<file path="src/rtl/pdp8l_tty_pkg.sv">
// Shared definitions for the buffered PDP-8/L TTY interface:
// ARM register indices, IOT function codes and the IOP pulse qualifier.
package pdp8l_tty_pkg;

  localparam logic [1:0] R_ID  = 2'd0;
  localparam logic [1:0] R_KB  = 2'd1;
  localparam logic [1:0] R_PR  = 2'd2;
  localparam logic [1:0] R_CTL = 2'd3;

  localparam logic [15:0] ID_MAGIC = 16'h5454;
  localparam logic [3:0]  ID_TYPE  = 4'h1;

  typedef enum logic [2:0] {
    F_SKIP  = 3'd1,
    F_CLR   = 3'd2,
    F_RD    = 3'd4,
    F_IE    = 3'd5,
    F_RDCLR = 3'd6
  } iot_fn_e;

  // An IOT is live while the IO pulse selected by its low function bits is high.
  function automatic logic iop_pulse(input logic biop1, input logic biop2,
                                     input logic biop4, input logic [2:0] fn);
    return (biop1 & fn[0]) | (biop2 & (fn[1:0] == 2'd2)) | (biop4 & (fn == 3'd4));
  endfunction

endpackage

</file>
<file path="src/rtl/pdp8l_tty_fifo_buf.sv">
// Synchronous FIFO used for the keyboard and printer character paths.
// Registered count; head is valid combinationally and reads 0 when empty.
// Push while full is accepted only if a pop happens in the same cycle.
module pdp8l_tty_fifo_buf #(
  parameter int LOG2 = 4,
  parameter int W    = 8
) (
  input  logic          CLOCK,
  input  logic          RESET,
  input  logic          push,
  input  logic [W-1:0]  wdata,
  input  logic          pop,
  output logic [W-1:0]  head,
  output logic [LOG2:0] count,
  output logic          full,
  output logic          empty
);

  localparam int DEPTH = 1 << LOG2;
  localparam logic [LOG2-1:0] PTR_ONE = 1;
  localparam logic [LOG2:0]   CNT_ONE = 1;

  logic [W-1:0]    mem [DEPTH];
  logic [LOG2-1:0] rd_ptr;
  logic [LOG2-1:0] wr_ptr;
  logic            do_push;
  logic            do_pop;

  assign empty   = (count == '0);
  assign full    = count[LOG2];
  assign do_pop  = pop & ~empty;
  assign do_push = push & (~full | do_pop);
  assign head    = empty ? '0 : mem[rd_ptr];

  // Pointer and occupancy bookkeeping.
  always_ff @(posedge CLOCK) begin
    if (RESET) begin
      rd_ptr <= '0;
      wr_ptr <= '0;
      count  <= '0;
    end else begin
      if (do_push) wr_ptr <= wr_ptr + PTR_ONE;
      if (do_pop)  rd_ptr <= rd_ptr + PTR_ONE;
      case ({do_push, do_pop})
        2'b10:   count <= count + CNT_ONE;
        2'b01:   count <= count - CNT_ONE;
        default: count <= count;
      endcase
    end
  end

  // Character storage; contents need no reset.
  always_ff @(posedge CLOCK) begin
    if (do_push) mem[wr_ptr] <= wdata;
  end

endmodule

</file>
<file path="src/rtl/pdp8l_tty_buffered.sv">
// PDP-8/L console TTY with FIFO-buffered keyboard and printer paths.
// The ARM fills the keyboard FIFO and drains the printer FIFO through four
// registers; the PDP sees the usual KSF/KCC/KRS/KIE/KRB and TSF/TCF/TPC/TSK/TLS.
// Optional build macro PDP8L_TTY_LOOPBACK_EN adds printer->keyboard loopback
// controlled by R3 bit 2.
module pdp8l_tty_buffered
  import pdp8l_tty_pkg::*;
#(
  parameter logic [5:0]  KBDEV   = 6'o03,
  parameter logic [5:0]  PRDEV   = 6'o04,
  parameter int          KBLOG2  = 4,
  parameter int          PRLOG2  = 4,
  parameter logic [11:0] VERSION = 12'h002
) (
  input  logic        CLOCK,
  input  logic        RESET,
  input  logic        armwpulse,
  input  logic [1:0]  armraddr,
  input  logic [1:0]  armwaddr,
  input  logic [31:0] armwdata,
  output logic [31:0] armrdata,
  output logic [11:0] INPUTBUS,
  output logic        AC_CLEAR,
  output logic        INT_RQST,
  output logic        IO_SKIP,
  input  logic [11:0] BAC,
  input  logic        BIOP1,
  input  logic        BIOP2,
  input  logic        BIOP4,
  input  logic [11:0] BMB,
  input  logic        BUSINIT
);

  logic rst;
  logic intenab, kbflag, prflag, prpend, kbovf, lpbk;
  logic lastiop, iop_kb, iop_pr, iop_any, iop_act;
  logic arm_kb_wr, arm_pr_pop, arm_ctl_wr, lb_move;
  logic [2:0] fn;

  logic              kb_push, kb_pop, kb_full, kb_empty;
  logic [7:0]        kb_wdata, kb_head;
  logic [KBLOG2:0]   kb_count;
  logic              pr_push, pr_pop, pr_full, pr_empty;
  logic [7:0]        pr_head;
  logic [PRLOG2:0]   pr_count;

  logic unused_bits;
  assign unused_bits = ^{BMB[11:9], BAC[11:8], armwdata[30:8]};

  assign rst = RESET | BUSINIT;
  assign fn  = BMB[2:0];

  assign iop_kb  = iop_pulse(BIOP1, BIOP2, BIOP4, fn) && (BMB[8:3] == KBDEV);
  assign iop_pr  = iop_pulse(BIOP1, BIOP2, BIOP4, fn) && (BMB[8:3] == PRDEV);
  assign iop_any = iop_kb | iop_pr;
  // An ARM write on the rising edge swallows that IOT entirely.
  assign iop_act = iop_any & ~lastiop & ~armwpulse;

  assign arm_kb_wr  = armwpulse & (armwaddr == R_KB);
  assign arm_pr_pop = armwpulse & (armwaddr == R_PR) & armwdata[31];
  assign arm_ctl_wr = armwpulse & (armwaddr == R_CTL);

`ifdef PDP8L_TTY_LOOPBACK_EN
  // Loopback yields to ARM traffic on either FIFO port it would share.
  assign lb_move = lpbk & ~arm_pr_pop & ~arm_kb_wr & ~pr_empty & ~kb_full;
`else
  assign lb_move = 1'b0;
  assign lpbk    = 1'b0;
`endif

  assign kb_push  = arm_kb_wr | lb_move;
  assign kb_wdata = arm_kb_wr ? armwdata[7:0] : pr_head;
  assign kb_pop   = iop_act & iop_kb & ((fn == F_CLR) | (fn == F_RDCLR));
  assign pr_push  = iop_act & iop_pr & ((fn == F_RD) | (fn == F_RDCLR));
  assign pr_pop   = arm_pr_pop | lb_move;

  assign INT_RQST = intenab & (kbflag | prflag);

  pdp8l_tty_fifo_buf #(.LOG2(KBLOG2), .W(8)) u_kb_fifo (
    .CLOCK(CLOCK), .RESET(rst), .push(kb_push), .wdata(kb_wdata), .pop(kb_pop),
    .head(kb_head), .count(kb_count), .full(kb_full), .empty(kb_empty)
  );

  pdp8l_tty_fifo_buf #(.LOG2(PRLOG2), .W(8)) u_pr_fifo (
    .CLOCK(CLOCK), .RESET(rst), .push(pr_push), .wdata(BAC[7:0]), .pop(pr_pop),
    .head(pr_head), .count(pr_count), .full(pr_full), .empty(pr_empty)
  );

  // IOP edge detector.
  always_ff @(posedge CLOCK) begin
    if (rst) lastiop <= 1'b0;
    else     lastiop <= iop_any;
  end

  // Device flags, interrupt enable and ARM control bits.
  always_ff @(posedge CLOCK) begin
    if (rst) begin
      intenab <= 1'b0;
      kbflag  <= 1'b0;
      prflag  <= 1'b0;
      prpend  <= 1'b0;
      kbovf   <= 1'b0;
`ifdef PDP8L_TTY_LOOPBACK_EN
      lpbk    <= 1'b0;
`endif
    end else begin
      if (arm_kb_wr & kb_full) kbovf <= 1'b1;
      if (arm_ctl_wr) begin
        if (armwdata[0]) kbovf  <= 1'b0;
        if (armwdata[1]) prflag <= 1'b1;
`ifdef PDP8L_TTY_LOOPBACK_EN
        lpbk <= armwdata[2];
`endif
      end
      if (iop_act & iop_kb) begin
        case (fn)
          F_CLR, F_RDCLR: kbflag  <= 1'b0;
          F_IE:           intenab <= BAC[0];
          default: ;
        endcase
      end
      if (iop_act & iop_pr) begin
        case (fn)
          F_CLR:   prflag <= 1'b0;
          F_RD:    prpend <= 1'b1;
          F_RDCLR: begin prpend <= 1'b1; prflag <= 1'b0; end
          default: ;
        endcase
      end
      // Flags only rise while the bus is quiet.
      if (~iop_any & ~kbflag & ~kb_empty) kbflag <= 1'b1;
      if (~iop_any & prpend & ~pr_full) begin
        prflag <= 1'b1;
        prpend <= 1'b0;
      end
    end
  end

  // PDP bus outputs: loaded on the IOP edge, held while it lasts, cleared after.
  always_ff @(posedge CLOCK) begin
    if (rst | ~iop_any) begin
      INPUTBUS <= '0;
      AC_CLEAR <= 1'b0;
      IO_SKIP  <= 1'b0;
    end else if (iop_act) begin
      if (iop_kb) begin
        case (fn)
          F_SKIP:  IO_SKIP  <= kbflag;
          F_CLR:   AC_CLEAR <= 1'b1;
          F_RD:    INPUTBUS <= {4'b0, kb_head};
          F_RDCLR: begin AC_CLEAR <= 1'b1; INPUTBUS <= {4'b0, kb_head}; end
          default: ;
        endcase
      end
      if (iop_pr) begin
        case (fn)
          F_SKIP:  IO_SKIP <= prflag;
          F_IE:    IO_SKIP <= INT_RQST;
          default: ;
        endcase
      end
    end
  end

  // ARM register read mux.
  always_comb begin
    armrdata = '0;
    case (armraddr)
      R_ID:    armrdata = {ID_MAGIC, ID_TYPE, VERSION};
      R_KB:    armrdata = {kbovf, 7'b0, 8'(kb_count), 8'b0, kb_head};
      R_PR:    armrdata = {~pr_empty, 7'b0, 8'(pr_count), 8'b0, pr_head};
      default: armrdata = {28'b0, lpbk, intenab, prflag, kbflag};
    endcase
  end

endmodule

</file>
<file path="config.mk">
export PLATFORM = sky130hd
export DESIGN_NAME = pdp8l_tty_buffered
export DESIGN_NICKNAME = d
export VERILOG_FILES = /design/src/rtl/pdp8l_tty_pkg.sv /design/src/rtl/pdp8l_tty_fifo_buf.sv /design/src/rtl/pdp8l_tty_buffered.sv
export SDC_FILE = /design/constraint.sdc
export NUM_CORES = 1
export LEC_CHECK = 0
export CORE_MARGIN = 5
export CORE_UTILIZATION = 60
export CTS_BUF_LIST = sky130_fd_sc_hd__clkbuf_4
export DETAILED_ROUTE_END_ITERATION = 10
export HOLD_SLACK_MARGIN = 0.12
export PLACE_DENSITY_LB_ADDON = 0.1
export SETUP_SLACK_MARGIN = 0.3
export SYNTH_ARGS = -nofsm -noshare
export SYNTH_HDL_FRONTEND = slang
export SYNTH_SLANG_ARGS = --single-unit
</file>
<file path="constraint.sdc">
create_clock -name CLOCK -period 3.9 [get_ports CLOCK]
set_input_delay 0.585 -clock CLOCK [delete_from_list [all_inputs] [get_ports CLOCK]]
set_output_delay 0.585 -clock CLOCK [all_outputs]
set_load 0.01 [all_outputs]
</file>
Yosys cells after proc, flatten, opt, wreduce, memory -nomap -nowiden
Memories as Yosys holds them, arrays and structs flattened. A register that Yosys moved wholly into a read port is not among the register bits.
Cells that the tools add are included.

word-level totals
  input port bits = 67
  RAM bits = 256
  word-level logic and storage cells = 129
  ROM bits = 0
  latch bits = 0
  register bits = 42
  memories kept = 2

memories
  memory         words  bits a word  rd ports  clocked after memory_dff  write ports  line                      source
  u_kb_fifo.mem  16     8            1         1                         1            pdp8l_tty_fifo_buf.sv:23  logic [W-1:0] mem [DEPTH];
  u_pr_fifo.mem  16     8            1         1                         1            pdp8l_tty_fifo_buf.sv:23

operators by class
  divide/modulo/power cells = 0
  muxes and demuxes = 29
  shift operators = 0
  add/subtract/negate cells = 8
  eq/ne operators = 17
  reduce and logical (&&, ||, !) cells = 17
  $mul = 0
  $lt $le $gt $ge = 0
  bitwise logic cells = 41

operators with widths
  operator               count
  $pmux W32 S3           1
  $mux W8                3
  $and A1 B1 Y1          23
  $pmux W5 S2            2
  $mux W1                18
  $add A4 B1 Y4 const B  4
  $mux W4                4
  $eq A2 B2 Y1 const B   6
  $add A5 B1 Y5 const B  2
  $logic_not A5 Y1       2
  $or A1 B1 Y1           10
  $sub A5 B1 Y5 const B  2
  $eq A3 B3 Y1 const B   3
  $eq A2 B1 Y1 const B   4
  $not A1 Y1             8
  $reduce_bool A2 Y1     4
  $eq A6 B2 Y1 const B   1
  $eq A6 B3 Y1 const B   1
  $reduce_and A2 Y1      3
  $reduce_and A3 Y1      2
  $reduce_or A2 Y1       3
  $eq A3 B1 Y1 const B   1
  $eq A3 B2 Y1 const B   1
  $logic_and A1 B1 Y1    2
  2 further kinds        2

Longest topological paths before layout
Gate-level depths: netlist of run 1.

  depth after elaboration = 15
  mapped depth = 15
  depth with buffers taken out = 12

Hierarchy
Synthesis of run 1 repeated with hierarchy kept, for this count alone.

second synthesis, totals
  cell total of the unflattened synthesis = 808
  area, all modules = 12923.6 sq um

modules (own cells, without submodules)
  module              area each (sq um)  cells an instance  seq. area each (sq um)  times used
  pdp8l_tty_fifo_buf  5820.6             322                4184.0                  2
  pdp8l_tty_buffered  1282.5             164                320.3                   1

Least setup slack after synthesis of run 1
Ideal clock, no wire load.

  path kind = input to register
  start = in armwpulse
  end = reg u_pr_fifo.count[4]
  setup slack = 0.475 ns
  data arrival time = 3.354 ns
  library setup time = 0.071 ns
  required time = 3.829 ns
  buffers on the path = 3
  stages = 14
  path through = buf_6 -> or4b_4 -> nor3_2 -> and3_1 -> buf_4 -> buf_4 -> inv_1 -> ha_1 -> ha_1 -> nor2b_1 -> o21ai_0 -> a21oi_1 -> or4_1 -> a21oi_1

on the way
  word-level cells in the longest chain between the ends = 7
  elaborated cells between the ends (all ways) = 13

ends and longest elaborated chain
  element                                                   line                                                source
  from (decl)                                               pdp8l_tty_buffered.sv:17                            input logic armwpulse,
  $and A1 B1 Y1 / $not A1 Y1 (equally long branches)        pdp8l_tty_buffered.sv:60, pdp8l_tty_buffered.sv:57
  $and A1 B1 Y1, on equally long branches                   pdp8l_tty_buffered.sv:60, pdp8l_tty_buffered.sv:57
  $and A1 B1 Y1, on equally long branches                   pdp8l_tty_fifo_buf.sv:31, pdp8l_tty_buffered.sv:74
  $or A1 B1 Y1 / $and A1 B1 Y1 (equally long branches)      pdp8l_tty_fifo_buf.sv:32, pdp8l_tty_buffered.sv:74
  $and A1 B1 Y1                                             pdp8l_tty_fifo_buf.sv:32                            assign do_push = push & (~full | do_pop);
  $eq A2 B1 Y1 / $eq A2 B2 Y1 (equally long branches)       pdp8l_tty_fifo_buf.sv:44                            case ({do_push, do_pop})
  $pmux W5 S2 / $reduce_bool A2 Y1 (equally long branches)  --
  to (signal assigned)                                      pdp8l_tty_fifo_buf.sv:45                            2'b10: count <= count + CNT_ONE;
  to (signal assigned)                                      pdp8l_tty_fifo_buf.sv:46                            2'b01: count <= count - CNT_ONE;
  to (signal assigned)                                      pdp8l_tty_fifo_buf.sv:47                            default: count <= count;
  to (decl)                                                 pdp8l_tty_fifo_buf.sv:14                            output logic [LOG2:0] count,

Parallel ways exist; a longest one is shown, timed or not.
A chain may end at the register's enable or synchronous reset.

==> run summary, run 1 <==
Die ar. - 25010 µm²
I/O Buffers - 66
CTS root buf - clkbuf_4
Vias per Instance - 5.974
Die H - 158.1 µm
H-tree depth - 3
Initial Util - 60.71%
Design area - 15310 µm²
Worst flop-to-flop path startpoint - lastiop
Grt ovf - 0
Area Growth Syn to Fin - 16.30%
Fmax - 0.2838 GHz
Max_slew headroom - 22.85%
FFs w/ async S/R, synth - 0%
Combinational family with the most area after synthesis - multiplexers
Post-DP Area - 14150 µm²
Antenna violations before repair - 1
Final setup fails - 0
Type of the most critical hold path - register to register
Initial DRT Pass Iterations - 5
Max VDD drop - 0.0002759 V
Worst Path Max Fanout - 5
Status - finished, final reports clean
Crit path kind - register to output port
Post-Synthesis Cells - 876
Post-Route WL - 29.25 mm
Initial drt markers - 621
Post-Place Setup Slack - -0.001119 ns
Core area - 21690 µm²
Vias in the first global route - 8070
Mapped Area - 13170 µm²
DRC Markers - 0
Adder-cell area share of the yosys netlist - 1.862%
Rows - 54
Cts hold-fix bufs - 0
Largest net degree at the start of global routing - 38
CP startpoint kind - register
Via count - 8083
Clk_skew - 0.05892 ns
Max Buffers Root-to-Sink - 3
Multiplexer share of the synthesized area - 11.82%
Setup TNS - 0 ns
Hold Fails Final Rpt - 0
Top Ports - 114
Simple-Gate Fraction of Synth Area - 8.618%
All-layer global routing usage - 23.23%
Pwr Total - 6.321 mW
Clock latency on the worst-skew pair - 0.68 ns
Critical Path RT - 3.31 ns
MaxCap Viol Count - 0
Final GP Congestion - 0.9676
Reg clk slew, reported paths - 0.07 ns
Syn_area_per_cell - 15.03 µm²
Lkg Pwr - 5.094 nW
Measured slew at the worst slew-check pin - 1.125 ns
Seq/Total Area, Yosys - 65.98%
Crit path time final - 3.524 ns
Final slew viol count - 0
CP Capture Type - output port
Final core occ - 70.61%
RSZ-0062 raised after global routing - yes
FF+latch count, synth - 306
Fin crit share - 90.35%
# clock sinks - 306
Synth Warn # - 0
Inserted Clock Buffers - 77
Synth Area in XOR/XNOR - 1.064%
TritonCTS clock tree - done
First-pass GRT wire length - 44.29 mm
Final ANT Viol Nets - 0
Post-synth EDFFs - 256
WL per Instance - 21.61 µm
Nets - 1104
Crit path DAT - 2.94 ns
Compound-Gate Fraction of Synth Area - 7.079%
Worst Hold Launch - u_kb_fifo.rd_ptr[3]
Number of library cell types mapped by synthesis - 70
PnR worst setup slack - 0.3764 ns
Top_reg_cell synth - edfxtp_1
P per Cell Area - 412.8 nW/µm²
Share of layout cells above drive strength 1 - 21.83%
Post-DP HPWL - 19.82 mm
Die Wd - 158.1 µm
==> cell usage in the layout (no fill, tap or decap), types with 4 or more instances in the layout <==
master	count
and2_1	6
mux4_2	23
ha_1	18
mux2i_1	88
nor3_1	11
a22oi_1	16
nand2b_1	4
dfxtp_4	4
xnor2_1	6
a22o_1	25
xor2_1	10
inv_1	18
clkinv_1	21
nor2b_1	15
a22oi_2	6
o22ai_1	7
buf_4	40
nand2_1	30
mux2_2	14
dfxtp_1	44
nor4_1	5
a32o_1	4
clkdlybuf4s50_1	64
conb_1	17
o211ai_1	5
a21oi_1	20
clkbuf_4	105
a221oi_1	5
and3_1	17
nand3_1	20
o21ai_0	6
edfxtp_1	256
nor2_1	45
clkinv_2	4
nand3b_1	6
nand4_1	8
==> kinds of logic (layout without fill, tap and decap cells) <==
group,count (synthesis),after routing
compound gates,125,125
xor+xnor,16,16
fa+ha+maj,19,19
buf+inv,84,264
flops,306,306
mux,125,125
other cells,1,18
simple gates,200,200
==> sequential cells by signal (all words and copies together), names as in the netlist, 4 cells and up, named ones only <==
signal	flops
u_kb_fifo.mem	128
u_kb_fifo.wr_ptr	4
u_pr_fifo.rd_ptr	4
u_pr_fifo.wr_ptr	4
u_pr_fifo.mem	128
INPUTBUS	8
u_kb_fifo.rd_ptr	4
u_pr_fifo.count	5
u_kb_fifo.count	5
==> area by class of cell <==
type | count | area (µm²)
multi-input cells | 502 | 4145
diodes | 1 | 2.502
fillers | 1479 | 6375
inverters | 18 | 67.56
well taps | 280 | 350.3
repair buffers | 113 | 1087
clock buffers | 105 | 788.3
flip-flops and latches | 306 | 8706
clock inverters | 28 | 166.4
==> cell usage after synthesis, types with 7 or more instances <==
cell | n | area share (%)
o22ai_1 | 7 | 0.33
mux4_2 | 23 | 3.9
a21oi_1 | 20 | 0.76
nand3_1 | 20 | 0.76
buf_4 | 31 | 1.8
nand4_1 | 8 | 0.38
edfxtp_1 | 256 | 58
nand2_1 | 30 | 0.86
a22oi_1 | 22 | 1.3
inv_1 | 18 | 0.51
ha_1 | 18 | 1.7
mux2i_1 | 88 | 6.7
nor3_1 | 11 | 0.42
buf_2 | 16 | 0.61
and2_1 | 7 | 0.33
a22o_1 | 25 | 1.7
nor2b_1 | 16 | 0.76
xor2_1 | 10 | 0.67
nor2_1 | 47 | 1.3
dfxtp_1 | 50 | 7.6
clkbuf_1 | 12 | 0.34
mux2_2 | 14 | 1.2
and3_1 | 17 | 0.81
==> worst paths after layout <==
check	endpoint	slack, ns	cells past startpoint
hold / removal	register	0.46	2
setup / recovery	armrdata[2]	0.38	7
hold reg to reg	register	0.46	2
setup reg to reg	u_pr_fifo.count[4]	0.63	11
==> routing by layer <==
layer,GRT usage (%),up-vias,wire (µm),part of all wire [%]
met3,4.729,56,1661,5.7
met2,39.56,292,15080,52
met5,0,-,0,0
li1,-,3693,-,-
met1,29.87,4042,11810,40
met4,8.205,0,697,2.4
==> stage by stage <==
step | hold WS (ns) | std cells
after floorplan | 0.4529 | 892
after global placement | 0.4651 | 1209
after detailed placement | 0.4701 | 1209
after CTS | 0.4392 | 1344
after global routing | 0.4875 | 1353
final | 0.4551 | 1353
==> worst max-delay path, cell delays in order, from the launching register on <==
cell	delay (ns)
dfxtp_4	0.36
buf_4	0.16
nor2b_1	0.21
a22oi_2	0.25
o221ai_1	0.20
o311ai_0	0.32
o22a_1	0.21
clkdlybuf4s50_1	0.56
==> power breakdown <==
group / total [mW] / internal, mW / switching (mW)
Sequential: 3.53 / 3.53 / 0.00220
Combinational: 0.179 / 0.0728 / 0.106
Clock: 2.61 / 1.38 / 1.23
==> timing repair <==
action / in CTS / in global routing
buffers inserted: 2 / 8
endpoints found under the setup margin: 8 / 7
gates resized for setup: 14 / 22
pin swaps: 0 / 2
Note: power is estimated with default switching activity, not from simulation.
==> run 2, diff against run 1 <==
--- a/config.mk
+++ b/config.mk
@@ -11,7 +11,7 @@
 export DETAILED_ROUTE_END_ITERATION = 10
 export HOLD_SLACK_MARGIN = 0.12
 export PLACE_DENSITY_LB_ADDON = 0.1
-export SETUP_SLACK_MARGIN = 0.3
+export SETUP_SLACK_MARGIN = 0.2
 export SYNTH_ARGS = -nofsm -noshare
 export SYNTH_HDL_FRONTEND = slang
 export SYNTH_SLANG_ARGS = --single-unit
==> run 2 against run 1 <==
- clock power barely moved
- critical path depth shrank 1
- die area unchanged
- cell count shrank 0.22%
- largest cell class unchanged
==> run summary, run 2 (synthesis results as in run 1) <==
Status - finished, final reports clean
Worst Path Max Fanout - 12
FF-to-FF path depth - 11
Post-DP HPWL - 19.82 mm
Crit path time final - 3.585 ns
Reg area - 8701 µm²
Nets - 1101
Most frequent CP cell - a22o_1
Design area - 15200 µm²
Worst flop-to-flop path startpoint - lastiop
Pwr Total - 6.320 mW
DRC Markers - 0
Vias in the first global route - 8072
H-tree depth - 3
WL per Instance - 21.51 µm
Hold Fails Final Rpt - 0
Final slew viol count - 0
CTS root buf - clkbuf_4
Worst-path cell chain - and2_2, a22o_1, a221oi_1, a32o_1, a22o_1, clkdlybuf4s50_1
CP Capture Type - output port
Lkg Pwr - 5.036 nW
Post-Place Setup Slack - -0.001119 ns
Max VDD drop - 0.0002782 V
Initial drt markers - 637
Clk_skew - 0.05855 ns
Cts hold-fix bufs - 0
Max_slew headroom - 20.35%
Clock latency on the worst-skew pair - 0.68 ns
MaxCap Viol Count - 0
Max Buffers Root-to-Sink - 3
Crit path kind - register to output port
Fin crit share - 91.93%
Share of layout cells above drive strength 1 - 20.58%
Post-DP Area - 14150 µm²
Final setup fails - 0
Core area - 21690 µm²
Grt ovf - 0
P per Cell Area - 415.7 nW/µm²
First-pass GRT wire length - 44.27 mm
Type of the most critical hold path - register to register
Commonest non-fill, non-tap cells in the layout - edfxtp_1, clkbuf_4, mux2i_1, clkdlybuf4s50_1, dfxtp_1
Post-Route WL - 29.04 mm
Inserted Clock Buffers - 77
Rows - 54
CP startpoint kind - register
RSZ-0062 raised after global routing - no
Slowest CP cell - clkdlybuf4s50_1
Initial DRT Pass Iterations - 5
Antenna violations before repair - 1
Commonest non-fill, non-tap cell in the layout - edfxtp_1
Footprint of the multi-input gates - 4094 µm²
Die ar. - 25010 µm²
TritonCTS clock tree - done
Top Ports - 114
Fmax - 0.2789 GHz
Critical path's largest stage delay - 0.54 ns
Area Growth Syn to Fin - 15.44%
Initial Util - 60.71%
Crit path DAT - 3.00 ns
Hold path depth - 2
I/O Buffers - 66
Via count - 8056
PnR worst setup slack - 0.3146 ns
Filler Cell Count - 1487
All-layer global routing usage - 23.23%
Worst Hold Launch - u_kb_fifo.rd_ptr[3]
Setup TNS - 0 ns
Reg clk slew, reported paths - 0.07 ns
Die H - 158.1 µm
Final ANT Viol Nets - 0
Measured slew at the worst slew-check pin - 1.162 ns
Biggest registers after layout - u_kb_fifo.mem x128, u_pr_fifo.mem x128, INPUTBUS x8
Largest net degree at the start of global routing - 38
# clock sinks - 306
Die Wd - 158.1 µm
Vias per Instance - 5.967
Critical Path RT - 3.31 ns
Final GP Congestion - 0.9676
run 2: what timing repair did:
action / in CTS / in global routing
setup buffers: 4 / 3
resized for setup: 9 / 5
setup endpoints to repair: 8 / 7
run 2: cell type report:
cell class	instances	area share, %
Antenna cell	1	0.01646
Multi-Input combinational cell	502	26.93
Clock buffer	105	5.186
Clock inverter	28	1.095
Tap cell	280	2.305
Inverter	18	0.4445
Sequential cell	306	57.24
Timing Repair Buffer	110	6.782
run 2: path summary, 6_finish.rpt:
check / endpoint / slack [ns]
setup / recovery: armrdata[7] / 0.31
hold / removal: register / 0.45
setup reg to reg: u_pr_fifo.count[4] / 0.63
hold reg to reg: register / 0.45
run 2: power by group:
group	total, mW	internal [mW]	switching (mW)
clock network	2.61	1.38	1.23
registers	3.53	3.53	0.00220
logic	0.177	0.0718	0.105
run 2: layer usage:
metal | track usage [%] | vias up | wire length [µm]
met2 | 39.68 | 319 | 14990
met3 | 4.729 | 64 | 1878
li1 | - | 3689 | -
met4 | 8.123 | 0 | 713
met1 | 29.79 | 3984 | 11460
met5 | 0 | - | 0
run 2: worst max-delay path, delay by kind of cell (launching register included):
family                 cells  cell delay (ns)
DFF                        1             0.43
and+or+nand+nor            1             0.35
AOI/OAI and AO/OA          4             1.03
buffers and inverters      1             0.54
run 2: stage by stage:
step	hold slack, ns	utilization [%]	cells
after global routing	0.4875	70.09	1350
after floorplan	0.4529	-	892
final	0.4505	70.09	1350
after detailed placement	0.4701	65.23	1209
after CTS	0.4392	69.85	1346
after global placement	0.4651	65.23	1209
